===== src/rtl/dpi_rs.sv =====
// Reservation station feeding the data-processing-immediate FU: age-matrix oldest-ready select
// with writeback wakeup. Define DPI_RS_PERF_CNT_EN to add issue/stall performance counters.
module dpi_rs #(
  parameter int DEPTH = 4,
  parameter int PRN_W = 7,
  parameter int ID_W  = 6,
  localparam int CNT_W = $clog2(DEPTH) + 1,
  localparam int IDX_W = $clog2(DEPTH)
) (
  input  logic                  clk,
  input  logic                  rst,
  input  logic                  flush,
  input  logic                  disp_valid,
  output logic                  disp_ready,
  input  logic [31:0]           disp_inst,
  input  logic [ID_W-1:0]       disp_inst_id,
  input  logic [PRN_W-1:0]      disp_out_prn,
  input  logic [2*PRN_W-1:0]    disp_src_prn,
  input  logic [1:0]            disp_src_rdy,
  input  logic [127:0]          disp_src_data,
  input  logic                  wb_valid,
  input  logic [PRN_W-1:0]      wb_prn,
  input  logic [63:0]           wb_data,
  output logic                  iss_valid,
  input  logic                  fu_ready,
  output logic [31:0]           iss_inst,
  output logic [ID_W-1:0]       iss_inst_id,
  output logic [PRN_W-1:0]      iss_out_prn,
  output logic [127:0]          iss_op,
`ifdef DPI_RS_PERF_CNT_EN
  output logic [CNT_W-1:0]      count,
  output logic [31:0]           perf_issue_cnt,
  output logic [31:0]           perf_stall_cnt
`else
  output logic [CNT_W-1:0]      count
`endif
);

  logic [DEPTH-1:0] valid_reg;
  logic [1:0]       rdy_reg     [DEPTH];
  logic [DEPTH-1:0] older_reg   [DEPTH];  // older_reg[i][j]: entry i is older than entry j
  logic [31:0]      inst_reg    [DEPTH];
  logic [ID_W-1:0]  id_reg      [DEPTH];
  logic [PRN_W-1:0] out_prn_reg [DEPTH];
  logic [PRN_W-1:0] src_prn_reg [DEPTH][2];
  logic [63:0]      data_reg    [DEPTH][2];
  logic [CNT_W-1:0] count_reg;

  logic             iss_valid_reg;
  logic [31:0]      iss_inst_reg;
  logic [ID_W-1:0]  iss_id_reg;
  logic [PRN_W-1:0] iss_prn_reg;
  logic [127:0]     iss_op_reg;

  logic [DEPTH-1:0] cand;
  logic [DEPTH-1:0] sel;
  logic [DEPTH-1:0] older_col [DEPTH];
  logic [1:0]       wake      [DEPTH];
  logic [1:0]       disp_wake;
  logic [IDX_W-1:0] alloc_idx;
  logic [IDX_W-1:0] sel_idx;
  logic             disp_fire;
  logic             issue_load;

  assign disp_ready = (count_reg != CNT_W'(DEPTH));
  assign disp_fire  = disp_valid & disp_ready;
  assign issue_load = (~iss_valid_reg | fu_ready) & (|cand);

  assign disp_wake[0] = ~disp_src_rdy[0] & wb_valid & (wb_prn == disp_src_prn[PRN_W-1:0]);
  assign disp_wake[1] = ~disp_src_rdy[1] & wb_valid & (wb_prn == disp_src_prn[2*PRN_W-1:PRN_W]);

  always_comb begin
    for (int i = 0; i < DEPTH; i++) begin
      for (int j = 0; j < DEPTH; j++) begin
        older_col[i][j] = older_reg[j][i];
      end
    end
  end

  // Readiness comes from registered rdy only, so a same-edge wakeup is eligible next cycle.
  for (genvar gi = 0; gi < DEPTH; gi++) begin : g_ent
    assign cand[gi] = valid_reg[gi] & (&rdy_reg[gi]);
    assign sel[gi]  = cand[gi] & ~(|(cand & older_col[gi]));
    assign wake[gi] = {valid_reg[gi] & ~rdy_reg[gi][1] & wb_valid & (wb_prn == src_prn_reg[gi][1]),
                       valid_reg[gi] & ~rdy_reg[gi][0] & wb_valid & (wb_prn == src_prn_reg[gi][0])};
  end

  always_comb begin
    alloc_idx = '0;
    for (int i = DEPTH - 1; i >= 0; i--) begin
      if (!valid_reg[i]) alloc_idx = IDX_W'(i);
    end
  end

  always_comb begin
    sel_idx = '0;
    for (int i = 0; i < DEPTH; i++) begin
      if (sel[i]) sel_idx = IDX_W'(i);
    end
  end

  // Payload has no reset: it is only observed through valid/rdy.
  always_ff @(posedge clk) begin
    for (int i = 0; i < DEPTH; i++) begin
      if (disp_fire && alloc_idx == IDX_W'(i)) begin
        inst_reg[i]       <= disp_inst;
        id_reg[i]         <= disp_inst_id;
        out_prn_reg[i]    <= disp_out_prn;
        src_prn_reg[i][0] <= disp_src_prn[PRN_W-1:0];
        src_prn_reg[i][1] <= disp_src_prn[2*PRN_W-1:PRN_W];
        data_reg[i][0]    <= disp_wake[0] ? wb_data : disp_src_data[63:0];
        data_reg[i][1]    <= disp_wake[1] ? wb_data : disp_src_data[127:64];
      end else begin
        if (wake[i][0]) data_reg[i][0] <= wb_data;
        if (wake[i][1]) data_reg[i][1] <= wb_data;
      end
    end
  end

  always_ff @(posedge clk or negedge rst) begin
    if (!rst) begin
      valid_reg <= '0;
      count_reg <= '0;
      for (int i = 0; i < DEPTH; i++) begin
        rdy_reg[i]   <= '0;
        older_reg[i] <= '0;
      end
    end else if (flush) begin
      valid_reg <= '0;
      count_reg <= '0;
    end else begin
      for (int i = 0; i < DEPTH; i++) begin
        if (issue_load && sel[i]) valid_reg[i] <= 1'b0;
        if (disp_fire && alloc_idx == IDX_W'(i)) begin
          valid_reg[i]    <= 1'b1;
          rdy_reg[i]      <= disp_src_rdy | disp_wake;
          older_reg[i]    <= '0;
        end else begin
          rdy_reg[i]      <= rdy_reg[i] | wake[i];
          // Every other entry is older than the newcomer; stale bits of free entries are rewritten on reuse.
          if (disp_fire) older_reg[i][alloc_idx] <= 1'b1;
        end
      end
      case ({disp_fire, issue_load})
        2'b10:   count_reg <= count_reg + 1'b1;
        2'b01:   count_reg <= count_reg - 1'b1;
        default: count_reg <= count_reg;
      endcase
    end
  end

  always_ff @(posedge clk or negedge rst) begin
    if (!rst) begin
      iss_valid_reg <= 1'b0;
      iss_inst_reg  <= '0;
      iss_id_reg    <= '0;
      iss_prn_reg   <= '0;
      iss_op_reg    <= '0;
    end else if (flush) begin
      iss_valid_reg <= 1'b0;
    end else if (issue_load) begin
      iss_valid_reg <= 1'b1;
      iss_inst_reg  <= inst_reg[sel_idx];
      iss_id_reg    <= id_reg[sel_idx];
      iss_prn_reg   <= out_prn_reg[sel_idx];
      iss_op_reg    <= {data_reg[sel_idx][1], data_reg[sel_idx][0]};
    end else begin
      iss_valid_reg <= iss_valid_reg & ~fu_ready;
    end
  end

  assign iss_valid   = iss_valid_reg;
  assign iss_inst    = iss_inst_reg;
  assign iss_inst_id = iss_id_reg;
  assign iss_out_prn = iss_prn_reg;
  assign iss_op      = iss_op_reg;
  assign count       = count_reg;

`ifdef DPI_RS_PERF_CNT_EN
  logic [31:0] perf_issue_reg;
  logic [31:0] perf_stall_reg;

  // Counters ignore flush so they span squashes.
  always_ff @(posedge clk or negedge rst) begin
    if (!rst) begin
      perf_issue_reg <= '0;
      perf_stall_reg <= '0;
    end else begin
      if (iss_valid_reg && fu_ready) perf_issue_reg <= perf_issue_reg + 32'd1;
      if (!disp_ready && disp_valid) perf_stall_reg <= perf_stall_reg + 32'd1;
    end
  end

  assign perf_issue_cnt = perf_issue_reg;
  assign perf_stall_cnt = perf_stall_reg;
`else
`endif

endmodule

===== config.mk =====
export PLATFORM = sky130hd
export DESIGN_NAME = dpi_rs
export DESIGN_NICKNAME = d
export VERILOG_FILES = /design/src/rtl/dpi_rs.sv
export SDC_FILE = /design/constraint.sdc
export NUM_CORES = 2
export LEC_CHECK = 0
export CAP_MARGIN = 20
export CORE_MARGIN = 8
export CORE_UTILIZATION = 45
export DETAILED_ROUTE_END_ITERATION = 12
export PLACE_DENSITY = 0.64
export SLEW_MARGIN = 20
export SYNTH_ARGS = -nofsm -noshare
export SYNTH_HDL_FRONTEND = slang
export SYNTH_SLANG_ARGS = --single-unit

===== constraint.sdc =====
create_clock -name clk -period 4.25 [get_ports clk]
set_input_delay 0.425 -clock clk [delete_from_list [all_inputs] [get_ports clk]]
set_output_delay 0.425 -clock clk [all_outputs]
set_load 0.02 [all_outputs]

== Word-level counts from Yosys, hierarchy flattened ==
Memory sizes are Yosys's and may differ from the RTL's. A register that Yosys moved wholly into a read port is not among the register bits.
Index checks and enable logic that the tools add are counted.
Word-level totals
  register bits after elaboration: 32
  bits in writable memories: 748
  input bits: 266
  memories: 5
Operators by class
  add/sub/neg operators: 2
  magnitude comparators: 2
  eq/ne operators: 16
  multiplexer cells: 112
  bitwise operators: 78
  reduce and logical (&&, ||, !) cells: 49
Memory list
  data_reg: depth 4, bits a word 128, read ports 1, clocked after memory_dff 1, wr ports 4, line 46  | logic [63:0] data_reg [DEPTH][2];
  inst_reg: depth 4, bits a word 32, read ports 1, clocked after memory_dff 1, wr ports 1, line 42  | logic [31:0] inst_reg [DEPTH];
  src_prn_reg: depth 4, bits a word 14, read ports 4, clocked after memory_dff 0, wr ports 1, line 45  | logic [PRN_W-1:0] src_prn_reg [DEPTH][2];
  out_prn_reg: depth 4, bits a word 7, read ports 1, clocked after memory_dff 1, wr ports 1, line 44  | logic [PRN_W-1:0] out_prn_reg [DEPTH];
  id_reg: depth 4, bits a word 6, read ports 1, clocked after memory_dff 1, wr ports 1, line 43  | logic [ID_W-1:0] id_reg [DEPTH];
Operator list (number)
  $mux W64: 10
  $mux W32: 3
  $reduce_or A32 Y1: 3
  $eq A7 B7 Y1: 10
  $mux W1: 56
  $mux W2: 22
  $mux W14: 3
  $reduce_or A14 Y1: 3
  $and A1 B1 Y1: 39
  $mux W4: 9
  $mux W7: 3
  $reduce_or A7 Y1: 3
  $reduce_or A4 Y1: 5
  $mux W6: 3
  $reduce_and A2 Y1: 9
  $reduce_or A6 Y1: 3
  $not A1 Y1: 17
  $and A4 B4 Y4: 4
  $or A4 B4 Y4: 4
  $reduce_bool A3 Y1: 5
  $or A2 B2 Y2: 5
  $logic_and A1 B1 Y1: 9
  $or A1 B1 Y1: 9
  $reduce_bool A2 Y1: 4
  other kinds (12): 18

== Depth between registers and ports, before layout ==
  depth in word-level cells: 12
  gate-level depth with buffers: 8

== Worst setup path after synthesis ==
OpenSTA, ideal clock, no wires.
  path kind: register to register
  start point: reg count_reg[0] (netlist: count[0])
  end point: mem data_reg[0][77] (netlist bit) (data pin)
  setup time: 262 ps
  arrival time: 3116 ps
  required time: 3988 ps
  path slack: 872 ps
  stages on the path, launching flop included: 8
  path buffers: 2
  clock period less this slack: 3378 ps
  cells stage by stage: dfrtp_1 > or3b_1 > buf_2 > o211ai_2 > inv_1 > o21ai_4 > buf_6 > mux2_1
RTL lines
  start: declaration: line 47  | logic [CNT_W-1:0] count_reg;
  start signal: assignment: line 145  | 2'b10: count_reg <= count_reg + 1'b1;
  start signal: assignment: line 146  | 2'b01: count_reg <= count_reg - 1'b1;
  start signal: assignment: line 147  | default: count_reg <= count_reg;
  end: declaration: line 46

==> results.toml <==
[routing]
vias = 26700
route.detailed.vias_per_inst = 5.97
drc = 0
drt-wirelength-per-cell_um = 28.6
detailedRoute.firstPassIterationCount = 5
detailedRoute.firstIterationViolations = 2343
drt-total-wl_um = 127000
drt.antenna.violating_nets = 0

[synthesis]
fraction_of_the_mapped_netlist_area_in_adder_cells_pct = 0.0484
most_frequently_used_flop_master_after_synthesis = "sky130_fd_sc_hd__edfxtp_1"
synthTopCellsByCount = "748 x sky130_fd_sc_hd__edfxtp_1, 508 x sky130_fd_sc_hd__mux2_2, 360 x sky130_fd_sc_hd__nand2_1"
synth.cell_area_um2 = 41400
edff_count_synth = 748
synth_cell_types = 46
synth_compound_gate_area_share_pct = 10.6
yosys-mux-area-fraction_pct = 14.0
ys.warnings.count = 0
synth-xor-area-share_pct = 1.52
largest_family_of_logic_cells_by_synthesized_area = "multiplexers"
synth-simple-area-share_pct = 4.81
synth_sequential_area_ratio_pct = 66.6
yosys.area.top_type_share_pct = 54.3
postSynthAreaPerCell_um2 = 15.0
synth_area_leader_cell = "sky130_fd_sc_hd__edfxtp_1"
synth.net_count = 3028
synthTopCellsByArea = "sky130_fd_sc_hd__edfxtp_1 54%, sky130_fd_sc_hd__mux2_2 14%, sky130_fd_sc_hd__dfrtp_1 12%, sky130_fd_sc_hd__a221o_1 4.2%, sky130_fd_sc_hd__o22a_1 3.7%"
post_synthesis_cell_count = 2761
synthMostInstantiatedCell = "sky130_fd_sc_hd__edfxtp_1"
synthArstFlopShare_pct = 21.5
synth.ff_latch_count = 953

[run_status]
run_status = "finished, final reports clean"

[timing]
slew_violations = 0
layout_worst_path_cycle_share_pct = 73.4
setup_repair_after_global_routing_missed_its_margin = "no"
clock-skew-final_ns = 0.0129
finalHoldViolations = 0
slew_headroom_pct = 24.2
setup_tns_ns = 0
fin_worst_hold_slack_ns = 0.341
setup_viol = 0
transition_at_the_pin_with_the_smallest_max_transition_slack_ns = 1.14
final_worst_setup_slack_ns = 1.13
max_clock_freq_mhz = 321
post-route-min-period_ns = 3.12

[global_routing]
antenna_found_initial = 41
vias_in_the_first_global_route = 28200
grt_start_max_net_pins = 175
grt_first_pass_wirelength_um = 186000
track_usage_pct = 24.3
overflow = 0

[finish]
post_route_cells_drive_above_1_share_pct = 22.5
area_growth_pct = 22.1
final_net_count = 3436
largest_register_ff_count = 512
final_design_area_no_fill_um2 = 50500

[cts]
cts_tree = "built"
clockBufferDepth = 3
cts_buffers = 101
holdBufCountCts = 1
clock-sinks = 953
clk_latency_ns = 0.64
postCtsSetupBuffers = 0
clock-root-buffer = "sky130_fd_sc_hd__clkbuf_16"
post_cts_resized = 0
worst_setup_hold_path_clk_slew_ns = 0.06
h-tree-depth = 3

[critical_path]
critical_path_depth = 7
worst_r2r_startpoint = "valid_reg[0]$_DFFE_PN0P_"
critical_path.startpoint_type = "primary input"
worst_reg2reg_path_length_in_cells = 6
path_buf_inv = 2
stage_delay_of_the_slowest_cell_on_the_critical_path_ns = 0.77
crit_path_end_kind = "flip-flop"
chain_of_cells_forming_the_critical_path = "clkdlybuf4s50_1 > xor2_1 > nor4_1 > nand4_1 > nand2_4 > buf_12 > mux2_2"
crit_type = "primary input to flip-flop"
critPathArrivalTime_ns = 3.51
timing.critical_path.max_delay_family = "buffers and inverters"
critical_path.slowest_cell = "sky130_fd_sc_hd__clkdlybuf4s50_1"
cp_max_fo = 64
critical_path_required_ns = 4.64
r2r_end = "iss_op[99]$_DFFE_PN0P_"
regToRegSetupSlack_ns = 1.24

[placement]
numPortBuffers = 443
finalWeightedCongestion = 0.809
dp_hpwl_um = 72900
detailedPlace.worstSlack_ns = 0.534
placedInstanceArea_um2 = 47300

[die]
coreArea_um2 = 91400
initial_utilization_pct = 45.3
ios = 444
vertical_extent_of_the_die_um = 319
die_w_um = 319
fp.dieArea_um2 = 102000
num_rows = 111

[power]
powerDensity_nw_per_um2 = 529
internal_power_mw = 19.2
p_leak_nw = 17.4
clock_power_share_pct = 31.7
combinationalPowerShare_pct = 22.4
sw_frac_of_total_pct = 28.0
share_seq_of_total_power_pct = 45.9
power_switching_mw = 7.49
ir_worst_vdd_mv = 0.338

[flow_run]
max-cap-violations = 0

[min_path]
min-delay-path-class = "primary input to asynchronous set/reset pin"
cell usage in the layout, fill, tap and decap left out, types with 16 or more instances in the layout:
| cell | n |
|---|---|
| sky130_fd_sc_hd__dfrtp_1 | 205 |
| sky130_fd_sc_hd__clkdlybuf4s50_1 | 442 |
| sky130_fd_sc_hd__nand2_1 | 353 |
| sky130_fd_sc_hd__clkbuf_1 | 42 |
| sky130_fd_sc_hd__nand4_1 | 20 |
| sky130_fd_sc_hd__buf_12 | 35 |
| sky130_fd_sc_hd__nor2_1 | 32 |
| sky130_fd_sc_hd__o22a_1 | 176 |
| sky130_fd_sc_hd__xor2_1 | 53 |
| sky130_fd_sc_hd__a221o_1 | 173 |
| sky130_fd_sc_hd__buf_4 | 19 |
| sky130_fd_sc_hd__a21oi_1 | 188 |
| sky130_fd_sc_hd__clkbuf_16 | 105 |
| sky130_fd_sc_hd__diode_2 | 21 |
| sky130_fd_sc_hd__edfxtp_1 | 748 |
| sky130_fd_sc_hd__clkinv_2 | 16 |
| sky130_fd_sc_hd__xnor2_1 | 19 |
| sky130_fd_sc_hd__mux2_2 | 508 |
routing by layer:
layer / track usage (%) / routed length, um
met4: 8.14 / 3600
met1: 29.3 / 49300
met2: 42.0 / 64300
met5: 0 / 228
met3: 6.47 / 10000
cell families after synthesis:
family / Yosys count
AO/OA/AOI/OAI: 552
adder cells (fa/ha/maj): 1
XOR/XNOR: 72
buffers and inverters: 199
multiplexers: 513
flip-flops: 953
AND/OR/NAND/NOR: 471
through the flow:
step	power, mW	instances	utilization [%]
2_1_floorplan	15.2	2761	-
3_3_place_gp	18.4	4251	51.8
3_5_place_dp	18.5	4251	51.8
4_1_cts	27.0	4441	55.2
5_1_grt	27.7	4455	55.3
6_report	26.7	4462	55.3
power by group through the flow:
stage	clock, mW	combinational, mW	sequential [mW]
floorplan	0	2.00	13.2
global placement	0	5.95	12.4
detailed placement	0	6.04	12.4
CTS	8.61	6.07	12.3
global route	8.97	6.35	12.4
finish	8.46	5.99	12.3
worst max path at each step:
stage | slack [ns] | to | start
detailed placement | 0.53 | data_reg[3][50]$_DFFE_PP_ | wb_prn[1]
CTS | 1.20 | iss_op[99]$_DFFE_PN0P_ | valid_reg[0]$_DFFE_PN0P_
global route | 1.05 | data_reg[2][37]$_DFFE_PP_ | wb_prn[6]
floorplan | 0.87 | data_reg[0][77]$_DFFE_PP_ | count[0]$_DFFE_PN0P_
finish | 1.13 | data_reg[3][50]$_DFFE_PP_ | wb_prn[1]
global placement | 0.56 | data_reg[0][102]$_DFFE_PP_ | wb_prn[0]
worst reg2reg max path: stages, from the launching register on:
cell,delay (ns)
sky130_fd_sc_hd__dfrtp_1,0.52
sky130_fd_sc_hd__and3_4,0.26
sky130_fd_sc_hd__a2111oi_4,0.54
sky130_fd_sc_hd__nand2b_4,0.78
sky130_fd_sc_hd__buf_4,0.47
sky130_fd_sc_hd__a21oi_1,0.14
sky130_fd_sc_hd__o22a_1,0.19
cell type report:
class	instances	area [um^2]
Antenna cell	21	52.6
Clock buffer	161	2980
Clock inverter	28	195
Fill cell	7330	40800
Inverter	6	27.5
Multi-Input combinational cell	1609	12900
Sequential cell	953	27600
Tap cell	1186	1480
Timing Repair Buffer	498	5290
(Power assumes the default switching activity.)
==> RTL edit 1 (same flow settings) <==
Register the output `count` once more; this adds one clock of latency there. The other outputs are not delayed to match.
--- a/src/rtl/dpi_rs.sv
+++ b/src/rtl/dpi_rs.sv
@@ -176,3 +176,5 @@
   assign iss_op      = iss_op_reg;
-  assign count       = count_reg;
+  always_ff @(posedge clk) begin
+    count <= count_reg;
+  end
 
Check against the original RTL: not settled (the Yosys comparison gave no result); the edit may change what the design does.
==> RTL edit 1 against the unedited design <==
  * Clock power up 5.2%
  * Critical path depth down 1
  * Sequential share of layout area down 0.46 points
  * Wire length up 2.9%
  * Cell area up 1.1%
  * Critical path type is now flop to flop
  * Combinational power up 2%
  * Register-to-register slack worse by 190 ps
  * Area after synthesis up 0.29%
  * Via count up 1.4%
  * Highest routed layer unchanged
  * Sequential cell count up 3
  * Worst setup slack worse by 79 ps
  * Clock skew up 8.5 ps
  * Total power up 2.1%
  * Sequential power about the same
==> RTL edit 1: results (changes against the unedited design) <==
* Final setup skew at 21.39 ps (+8.509 ps)
* Reg-to-reg startpoint: rdy_reg[1]
* Vias in the first global route at 28900 (+2.3%)
* Hold WS at 356.0 ps (+14.91 ps)
* Area share of fa/ha/maj cells after synthesis at 0.04822% (-0.00014 points)
* R2R Path End: iss_op[17]
* Drt drc at 0 (unchanged)
* Mux cell area share after synthesis at 13.91% (-0.041 points)
* Fill cells at 7233 (-1.3%)
* Share of cells above drive strength 1 at 23.35% (+0.89 points)
* CLK BUF at 155 (-3.7%)
* Compound-Gate Fraction of Synth Area at 10.55% (-0.031 points)
* Worst ir drop on vdd at 0.0003892 V (+15%)
* Pint at 19540 uW (+1.5%)
* Pre-CTS setup slack at 491.4 ps (-42.94 ps)
* CP required at 4850 ps (+210 ps)
* Post-synthesis xor/xnor area fraction at 1.519% (-0.0045 points)
* GRT met2 Usage at 43.53% (+1.6 points)
* Worst Max-Slew Pin Slew at 1129 ps (-8.300 ps)
* FF/Latch Area at 0.02765 mm^2 (+0.22%)
* Final std cells w/o fill at 4502 (+0.90%)
* Total core area at 0.09152 mm^2 (+0.15%)
* Clk Latency, worst-skew pair at 680 ps (+40 ps)
* Register fraction of the total cell area at 54.13% (-0.46 points)
* Cell Pwr Density at 533.9 mW/mm^2 (+0.97%)
* Multi-input combinational area share at 25.29% (-0.27 points)
* Top Family by Delay on Critical Path: compound AO/OA/AOI/OAI gates
* CTS sink cnt at 956 (+0.31%)
* Synthesized Nets at 3031 (+0.099%)
* Layout clock area frac at 6.650% (+0.37 points)
* Met1 Track Usage GR at 30.16% (+0.85 points)
* DP Cell Count at 4274 (+0.54%)
* WL per Instance at 29.14 um (+2.0%)
* Vias per cell at 6.000 (+0.45%)
* Asr flop ratio synth at 21.44% (-0.068 points)
* Synth cell types at 47 (+2.2%)
* N_diodes at 31 (+48%)
* Syn Area/Cell at 15.02 um^2 (+0.18%)
* Buffering overhead at 10.83% (+0.35 points)
* RePlAce Congestion at 0.8165 (+0.89%)
* Crit-path max cell delay at 790 ps (+20 ps)
* Non-CTS buffers at 518 (+4.0%)
* Initial antenna violation count at 36 (-12%)
* FF-to-FF setup slack at 1050 ps (-190 ps)
* GRT Total Usage at 24.87% (+0.61 points)
* Slowest CP cell: o41ai_4
* P_leak at 0.01767 uW (+1.5%)
* HPWL Detailed at 77.17 mm (+5.9%)
* Area contributors post-synth: edfxtp_1 (54%), mux2_2 (14%), dfrtp_1 (12%)
* Status: finished clean
* CP max FO at 33 (-48%)
* CTS buffer count at 104 (+3.0%)
* DR iter-0 viols at 2333 (-0.43%)
* Seq/Total Area, Yosys at 66.60% (about the same)
* Met3 GRT Util at 5.500% (-0.97 points)
* Layout net count at 3462 (+0.76%)
* Pin count of the biggest net entering global routing at 174 (-0.57%)
* Global-route wire length before repair at 191.3 mm (+3.0%)
* Comb. pwr at 6090 uW (+2%)
* Area of placed instances at 0.04760 mm^2 (+0.62%)
## RTL edit 1: changes by cell type in the layout (fill, tap and decap cells not counted), sizes merged, moves of 2 or more
| cell | delta |
|---|---|
| buf | +20 |
| bufinv | +2 |
| clkbuf | -6 |
| clkinv | +5 |
| dfxtp | +3 |
| diode | +10 |
| inv | +7 |
## RTL edit 1: how the worst max path moves through the flow
| stage | startpoint | to | slack (ps) |
|---|---|---|---|
| finish | rdy_reg[1] | iss_op[17] | 1050 |
| floorplan | count_reg[2] | data_reg[0][77] | 990 |
| detailed placement | wb_prn[3] | data_reg[0][94] | 490 |
| CTS | rdy_reg[1] | iss_op[32] | 1110 |
| global placement | wb_prn[3] | data_reg[0][71] | 470 |
| global route | rdy_reg[1] | iss_op[32] | 1010 |
## RTL edit 1: routing by layer
layer  wire length (um)  vias to the layer above
met3               9793                      231
li1                   -                    11640
met5                 88                        -
met2              66850                     1124
met4               3757                       14
met1              50680                    14000
==> RTL edit 2 (same settings) <==
Without the edit above. Build with the macro `DPI_RS_PERF_CNT_EN` defined.
--- a/src/rtl/dpi_rs.sv
+++ b/src/rtl/dpi_rs.sv
@@ -2,2 +2,4 @@
 // with writeback wakeup. Define DPI_RS_PERF_CNT_EN to add issue/stall performance counters.
+`define DPI_RS_PERF_CNT_EN
+
 module dpi_rs #(
New outputs: perf_issue_cnt and perf_stall_cnt. Function: not settled (the Yosys comparison gave no result); the edit may change what the design does.
==> RTL edit 2 against the unedited design <==
  * Total power rose by 7.0%
  * Count of clock-buffer cells in the layout fell by 7
  * Cell area rose by 8.5%
  * Clock power rose by 11%
  * Wire length rose by 7.2%
  * Sequential cell count rose by 64
  * Worst setup slack got worse by 46 ps
  * Area after synthesis rose by 6.8%
  * Clock skew rose by 12 ps
  * Utilization rose by 0.72 points
  * First-iteration DRC count fell by 3.7%
  * Critical endpoint is now iss_inst[0]
  * Highest routed layer unchanged
==> RTL edit 2: results (changes against the unedited design) <==
* Crit-path max cell delay at 800 ps (+30 ps)
* Hold crit path type: input port to asynchronous set/reset pin
* Asr flop ratio synth at 26.45% (+4.9 points)
* Worst Max-Slew Pin Slew at 1170 ps (+32.39 ps)
* Synthesized Nets at 3279 (+8.3%)
* Initial antenna violation count at 31 (-24%)
* Top Family by Delay on Critical Path: buffers and inverters
* Global-route wire length before repair at 200.3 mm (+7.8%)
* Compound-Gate Fraction of Synth Area at 9.983% (-0.59 points)
* Crit path DAT at 3770 ps (+260 ps)
* Fill cells at 7888 (+7.6%)
* Drt pass-1 iters at 7 (+2)
* Slowest CP cell: buf_12
* Area delta synth->final at 24.02%
* Final setup skew at 25.02 ps (+12.14 ps)
* P_leak at 0.01930 uW (+11%)
* Vias in the first global route at 30520 (+8.1%)
* Share of cells above drive strength 1 at 21.29% (-1.2 points)
* Mux cell area share after synthesis at 13.20% (-0.75 points)
* Area contributors post-synth: edfxtp_1 (51%), dfrtp_1 (15%), mux2_2 (12%)
* Clk Latency, worst-skew pair at 680 ps (+40 ps)
* Seq/Total Area, Yosys at 66.04% (-0.61 points)
* Post-synth EDFFs at 748 (unchanged)
* CTS Root Cell: clkbuf_16
* Resized Gates After CTS at 0 (unchanged)
* DR iter-0 viols at 2257 (-3.7%)
* Worst-path clk slew at 60 ps (about the same)
* Post-synthesis xor/xnor area fraction at 2.655% (+1.1 points)
* Pin count of the biggest net entering global routing at 174 (-0.57%)
* Warnings from Yosys at 0 (unchanged)
* CP max FO at 151 (+140%)
* Area share of fa/ha/maj cells after synthesis at 0.1019% (+0.054 points)
* P_sw at 8055 uW (+7.6%)
* Most common library cells after synthesis: edfxtp_1 (748), mux2_2 (483), nand2_1 (385)
* Max reg flops at 512 (unchanged)
* Area of placed instances at 0.05121 mm^2 (+8.3%)
* GRT Total Usage at 24.53% (+0.27 points)
* RePlAce Congestion at 0.8466 (+4.6%)
* Synth cell types at 56 (+22%)
* Vias per cell at 5.882 (-1.5%)
* Worst ir drop on vdd at 0.0004128 V (+22%)
* HPWL Detailed at 82.11 mm (+13%)
* H-tree depth at 3 (unchanged)
* Post-CTS setup buffer count at 0 (unchanged)
* DRT Wirelength at 136.6 mm (+7.2%)
* Maximum buffer depth of the clock tree at 3 (unchanged)
* Layout net count at 3783 (+10%)
* Status: finished clean
* CTS buffer count at 110 (+8.9%)
* Drt drc at 0 (unchanged)
* # port buffers at 507 (+14%)
RTL edit 2: power by group through the flow:
stage / clock network [uW] / registers (uW) / logic, uW
global route: 9960 / 13100 / 6570
floorplan: 0 / 13900 / 2050
detailed placement: 0 / 13100 / 6270
global placement: 0 / 13100 / 6170
CTS: 9600 / 13000 / 6300
finish: 9420 / 13000 / 6220
RTL edit 2: path summary, 6_finish.rpt:
kind                                           end               start  cells past startpoint  slack (ps)
min in group clk                 out_prn_reg[0][2]     disp_out_prn[2]                      1         380
worst max-delay path                   iss_inst[0]          rdy_reg[3]                      6        1080
worst max register to register         iss_inst[0]          rdy_reg[3]                      6        1080
worst min-delay path                iss_inst_id[3]                 rst                      2         360
worst min register to register  perf_stall_cnt[31]  perf_stall_cnt[31]                      1         470
max in group asynchronous               iss_op[37]                 rst                      3        2830
RTL edit 2: layout make-up:
| type | count | share of cell area, % |
|---|---|---|
| clock buffer | 154 | 5.676 |
| timing repair buffer | 587 | 11.30 |
| inverter | 8 | 0.05478 |
| multi-input combinational | 1790 | 25.89 |
| tap | 1287 | 2.937 |
| clock inverter | 51 | 0.8102 |
| sequential | 1017 | 53.25 |
| antenna | 18 | 0.08216 |
RTL edit 2: timing repair:
item | 4_1_cts | 5_1_grt
hold endpoints to repair | 79 | 0
endpoints found under the setup margin | 0 | 0
hold buffers | 1 | 0
RTL edit 2: worst reg2reg max path: cells and delay by family, from the launching register on:
kind	cells	cell delay, ps
AO/OA/AOI/OAI	3	930
buffers and inverters	2	1350
flip-flops	1	490
AND/OR/NAND/NOR	1	330
RTL edit 2: routing by layer:
metal  routed length [um]  GRT usage [%]  up-vias
li1                     -              -    12650
met1                54300          30.72    15010
met2                69420          42.71      997
met3                 8962          4.710      218
met4                 3835          7.969       20
met5                  131              0        -
RTL edit 2: kinds of logic after synthesis:
group,Yosys count
XOR/XNOR,134
buffers and inverters,203
adder cells (fa/ha/maj),3
flip-flops,1017
AND/OR/NAND/NOR,582
multiplexers,515
AO/OA/AOI/OAI,556
RTL edit 2: metrics by stage:
| step | worst slack, ps | total power (uW) | cells |
|---|---|---|---|
| detailed placement | 633.1 | 19410 | 4688 |
| floorplan | 583.2 | 15920 | 3010 |
| global placement | 685.8 | 19270 | 4688 |
| finish | 1084 | 28600 | 4912 |
| CTS | 1083 | 28860 | 4894 |
| global route | 953.1 | 29610 | 4904 |
